[config.mk]
export PLATFORM = sky130hd
export DESIGN_NAME = cache_mem_arbiter
export DESIGN_NICKNAME = d
export VERILOG_FILES = /design/src/rtl/cache_mem_pkg.sv /design/src/rtl/cache_mem_arbiter_rr_arb2.sv /design/src/rtl/cache_mem_arbiter.sv
export SDC_FILE = /design/constraint.sdc
export NUM_CORES = 1
export LEC_CHECK = 0
export CAP_MARGIN = 10
export CORE_MARGIN = 10
export CORE_UTILIZATION = 30
export CTS_CLUSTER_DIAMETER = 30
export DETAILED_ROUTE_END_ITERATION = 7
export DONT_BUFFER_PORTS = 1
export GPL_ROUTABILITY_DRIVEN = 0
export PLACE_DENSITY = 0.46
export RECOVER_POWER = 50
export SYNTH_ARGS = -nofsm -noshare
export SYNTH_HDL_FRONTEND = slang
export SYNTH_HIERARCHICAL = 1
export SYNTH_SLANG_ARGS = --single-unit
[constraint.sdc]
create_clock -name clk -period 7.7 [get_ports clk]
set_input_delay 0.77 -clock clk [delete_from_list [all_inputs] [get_ports clk]]
set_output_delay 0.77 -clock clk [all_outputs]
set_load 0.02 [all_outputs]
[src/rtl/cache_mem_pkg.sv]
// Shared types and defaults for the cache-to-memory arbiter and the caches around it.
`timescale 1ns/1ps
package cache_mem_pkg;

    localparam int DEF_ADDR_W = 16;
    localparam int DEF_DATA_W = 32;
    localparam int DEF_RD_LAT = 10;

    typedef enum logic [1:0] {
        IDLE    = 2'd0,
        RD_WAIT = 2'd1,
        WR      = 2'd2,
        RESP    = 2'd3
    } state_t;

    typedef enum logic {
        OWN_I = 1'b0,
        OWN_D = 1'b1
    } owner_t;

endpackage

[src/rtl/cache_mem_arbiter_rr_arb2.sv]
// Two-way round-robin pick between the icache and dcache miss paths.
// The requester that was not granted last wins a tie; a lone requester always wins.
`timescale 1ns/1ps
module rr_arb2
    import cache_mem_pkg::*;
(
    input  logic   i_req,
    input  logic   d_req,
    input  owner_t last_gnt,
    output logic   gnt_valid,
    output owner_t gnt_owner
);

    // Pick the winner from the current requests and the previous grant
    always_comb begin
        gnt_valid = i_req | d_req;
        gnt_owner = OWN_I;
        if (i_req && d_req) begin
            gnt_owner = (last_gnt == OWN_I) ? OWN_D : OWN_I;
        end else if (d_req) begin
            gnt_owner = OWN_D;
        end
    end

endmodule

[src/rtl/cache_mem_arbiter.sv]
// Shares the single backing-memory port between the icache miss path (reads only)
// and the dcache miss path (line fill reads or dirty write-backs), one transaction
// at a time. Reads wait a fixed latency; the result is handed back with a one-cycle ack.
`timescale 1ns/1ps
module cache_mem_arbiter
    import cache_mem_pkg::*;
#(
    parameter int ADDR_W = DEF_ADDR_W,
    parameter int DATA_W = DEF_DATA_W,
    parameter int RD_LAT = DEF_RD_LAT
) (
    input  logic              clk,
    input  logic              rst,
    input  logic              i_req,
    input  logic [ADDR_W-1:0] i_addr,
    output logic              i_ack,
    output logic [DATA_W-1:0] i_rdata,
    input  logic              d_req,
    input  logic              d_we,
    input  logic [ADDR_W-1:0] d_addr,
    input  logic [DATA_W-1:0] d_wdata,
    output logic              d_ack,
    output logic [DATA_W-1:0] d_rdata,
    output logic [ADDR_W-1:0] mem_addr,
    output logic [DATA_W-1:0] mem_wdata,
    output logic              mem_rden,
    output logic              mem_wren,
    input  logic [DATA_W-1:0] mem_rdata
);

    // One extra bit so the counter can step past the last wait value without wrapping
    localparam int CNT_W = $clog2(RD_LAT) + 1;
    localparam logic [CNT_W-1:0] LAST_CNT = CNT_W'(RD_LAT - 1);

    state_t           state;
    owner_t           owner;
    owner_t           last_gnt;
    logic [CNT_W-1:0] cnt;
    logic [CNT_W-1:0] cnt_next;
    logic             gnt_valid;
    owner_t           gnt_owner;
    logic             grant_we;

    assign cnt_next = cnt + CNT_W'(1);
    // The icache can only read, so a write needs the dcache to own the grant
    assign grant_we = (gnt_owner == OWN_D) && d_we;

    rr_arb2 u_arb (
        .i_req     (i_req),
        .d_req     (d_req),
        .last_gnt  (last_gnt),
        .gnt_valid (gnt_valid),
        .gnt_owner (gnt_owner)
    );

    // Transaction sequencer: grant, wait/write, respond, then back to idle
    always_ff @(posedge clk or posedge rst) begin
        if (rst) begin
            state     <= IDLE;
            owner     <= OWN_I;
            last_gnt  <= OWN_I;
            cnt       <= '0;
            i_ack     <= 1'b0;
            i_rdata   <= '0;
            d_ack     <= 1'b0;
            d_rdata   <= '0;
            mem_addr  <= '0;
            mem_wdata <= '0;
            mem_rden  <= 1'b0;
            mem_wren  <= 1'b0;
        end else begin
            mem_rden <= 1'b0;
            mem_wren <= 1'b0;
            i_ack    <= 1'b0;
            d_ack    <= 1'b0;
            case (state)
                IDLE: begin
                    if (gnt_valid) begin
                        owner     <= gnt_owner;
                        last_gnt  <= gnt_owner;
                        cnt       <= '0;
                        mem_addr  <= (gnt_owner == OWN_D) ? d_addr : i_addr;
                        mem_wdata <= (gnt_owner == OWN_D) ? d_wdata : '0;
                        if (grant_we) begin
                            mem_wren <= 1'b1;
                            state    <= WR;
                        end else begin
                            // With a one-cycle latency the strobe lands in the first wait cycle
                            mem_rden <= (RD_LAT == 1);
                            state    <= RD_WAIT;
                        end
                    end
                end
                RD_WAIT: begin
                    cnt <= cnt_next;
                    if (cnt == LAST_CNT) begin
                        state <= RESP;
                        if (owner == OWN_I) begin
                            i_ack   <= 1'b1;
                            i_rdata <= mem_rdata;
                        end else begin
                            d_ack   <= 1'b1;
                            d_rdata <= mem_rdata;
                        end
                    end else begin
                        mem_rden <= (cnt_next == LAST_CNT);
                    end
                end
                WR: begin
                    state <= RESP;
                    if (owner == OWN_I) begin
                        i_ack   <= 1'b1;
                        i_rdata <= '0;
                    end else begin
                        d_ack   <= 1'b1;
                        d_rdata <= '0;
                    end
                end
                RESP: begin
                    i_rdata <= '0;
                    d_rdata <= '0;
                    state   <= IDLE;
                end
                default: begin
                    state <= IDLE;
                end
            endcase
        end
    end

endmodule

==> flow_summary.yaml <==
global_route:
  grt_overflow: 0
  antenna_found_initial: 0
  grt_util_all_layers_pct: 11.33
  grt_max_degree: 68
  grt_pass1_vias: 3463
  grt_pass1_wl_um: 21180
logic_synthesis:
  synth_ff_type: "dfrtp_1"
  synth_top_cell_area_share_pct: 58.24
  synth_cell_types: 33
  yosysTopAreaCell: "dfrtp_1"
  synth_edf_count: 0
  syn_avg_cell_area_um2: 11.79
  synth-seq-cells: 124
  yosys_warnings: 6
  syn_area_um2: 5328
  ys_top_cells_by_area: "dfrtp_1 (58%), mux2_2 (13%), nand2_1 (6.3%), and2_1 (4.0%), mux2i_1 (3.2%)"
  synthesis.nets: 560
  synthCells: 452
  yosysSeqAreaShare_pct: 58.24
  async_reset_ff_share_pct: 100.0
final_layout:
  stdcell_area_um2: 6107
  drive_gt1_share_pct: 21.91
  fin_cells: 686
  syn2layout_area_growth_pct: 14.63
  final_net_count: 557
  diodes: 0
  fin_util_pct: 35.19
timing:
  rsz0062_at_grt: "no"
  whs_ps: 506.8
  worst_pin_slew_ps: 2511
  max_freq_mhz: 309.5
  period_share_pct: 41.96
  slew_headroom_pct: -68.34
  min_period_ps: 3231
  hold_violations: 0
  finalSetupViolations: 0
  drv_slew: 110
  setup_tns_ps: 0
  fin_skew_ps: 7.997
worst_setup_path:
  startpoint_type: "flop"
  path_class: "reg2reg"
  worst_setup_path_end_kind: "flop"
  crit_chain: "a21boi_4 -> clkbuf_1 -> nand2_1 -> a21oi_1 -> o22ai_1"
  required_ps: 7980
  crit_path_max_fanout: 50
  cp_num_buf_inv: 1
  critPathTopFamily: "buffers and inverters"
  slowest_stage: "clkbuf_1"
  critPathArrivalTime_ps: 3510
  crit_path_max_incr_delay_ps: 1730
place:
  dp_hpwl_um: 9795
  io_buffers: 0
  place_area_um2: 5518
  placed_cells_incl_taps: 655
clock_tree:
  cts_buffers: 17
  cts_resized: 0
  htree_levels: 4
  tritoncts: "built"
  clock_sinks: 124
  clkTransAtPathRegs_ps: 60
  cts_buffer_depth: 2
  holdBufCountCts: 0
  cts_root_buffer: "clkbuf_16"
  clk_latency_ps: 400
  post_cts_buffers: 0
outcome:
  violations: "max-capacitance violations, max-slew violations"
  status: "finished with violations"
pwr:
  peakVddDrop_v: 0.0001660
  power_density_nw_per_um2: 509.9
  leakage_nw: 2.902
detailed_routing:
  post_drt_via_cell_ratio: 4.681
  antenna_left: 0
  vias: 3211
  wl_um: 13440
  drtPass1Iterations: 4
  drcViolationCount: 0
  drt-wirelength-per-cell_um: 19.59
  drtIter0Drc: 92
die:
  start_util_pct: 30.69
  pin_count: 217
  core-area_um2: 17360
  row_count: 48
  die-area_um2: 23490
  fp.dieW_um: 153.3
  die_h_um: 153.3
min_path:
  hp-class: "in2reg"
flow_run:
  max_cap_viol_count: 2
==> sequential cells by signal, indices dropped and copies added (netlist names), 2 cells and up <==
name / cells
d_rdata: 32
state: 2
i_rdata: 32
cnt: 5
mem_wdata: 32
mem_addr: 16
==> area by class of cell <==
cell class	instances	area, um^2
fillers	1755	11250
flip-flops and latches	124	3103
multi-input cells	294	2063
clock buffers	24	481.7
well taps	225	281.5
clock inverters	7	112.6
repair buffers	6	41.29
inverters	6	23.77
==> routing by layer <==
layer | vias up | part of all wire, % | track usage (%)
li1 | 1510 | - | -
met1 | 1529 | 41 | 13.37
met2 | 164 | 43 | 15.97
met3 | 8 | 15 | 8.025
met4 | 0 | 0.88 | 3.406
met5 | - | 0 | 0
==> metrics by stage <==
| step | total power [mW] | worst slack (ps) |
|---|---|---|
| 2_1_floorplan | 2.144 | 3631 |
| 3_3_place_gp | 2.326 | 5426 |
| 5_1_grt | 3.337 | 3901 |
| 3_5_place_dp | 2.361 | 5391 |
| 6_report | 3.114 | 4469 |
| 4_1_cts | 3.182 | 5394 |
==> cell usage in the layout, fill, tap and decap left out, types with 4 or more instances in the layout <==
master | Yosys | routed
inv_1 | 6 | 5
clkbuf_1 | 18 | 5
nand3_1 | 34 | 34
buf_4 | 0 | 5
clkbuf_16 | 0 | 17
dfrtp_1 | 124 | 124
and2_1 | 34 | 34
ha_1 | 7 | 7
o21ai_0 | 19 | 19
mux2_2 | 60 | 60
nand2_1 | 89 | 88
mux2_1 | 4 | 4
mux2i_1 | 17 | 17
==> synthesized netlist by cell type (2+ instances only) <==
cell and count:
dfrtp_1 124, nand2_1 89, mux2_2 60, and2_1 34, nand3_1 34, o21ai_0 19
clkbuf_1 18, mux2i_1 17, ha_1 7, buf_6 6, inv_1 6, buf_2 4
mux2_1 4, a21oi_1 3, nor2_1 3, nor2b_1 3, a211oi_4 2, a32o_1 2
o21ba_2 2, xnor2_1 2
==> report_power, final <==
group | switching (mW) | internal (mW)
Clock | 0.272 | 0.532
Combinational | 0.461 | 0.450
Sequential | 0.490 | 0.909
Total | 1.22 | 1.89
==> final timing paths <==
check	startpoint	to	slack, ps	cells past startpoint
max	last_gnt	state[0]	4470	5
min	d_wdata[31]	mem_wdata[31]	510	2
max reg2reg	last_gnt	state[0]	4470	5
min reg2reg	cnt[4]	cnt[4]	550	1
max in group asynchronous	rst	mem_addr[5]	5010	2
min in group asynchronous	rst	mem_wdata[14]	930	1
==> cells by family after synthesis <==
kind of cell | share of synthesized area (%)
buffers and inverters | 3.335
AOI/OAI and AO/OA | 4.275
muxes | 16.72
DFF | 58.24
xor gates and xnor gates | 0.4933
adders and majority gates | 1.644
and+or+nand+nor | 15.29
Power figures use the tool's default switching activity.
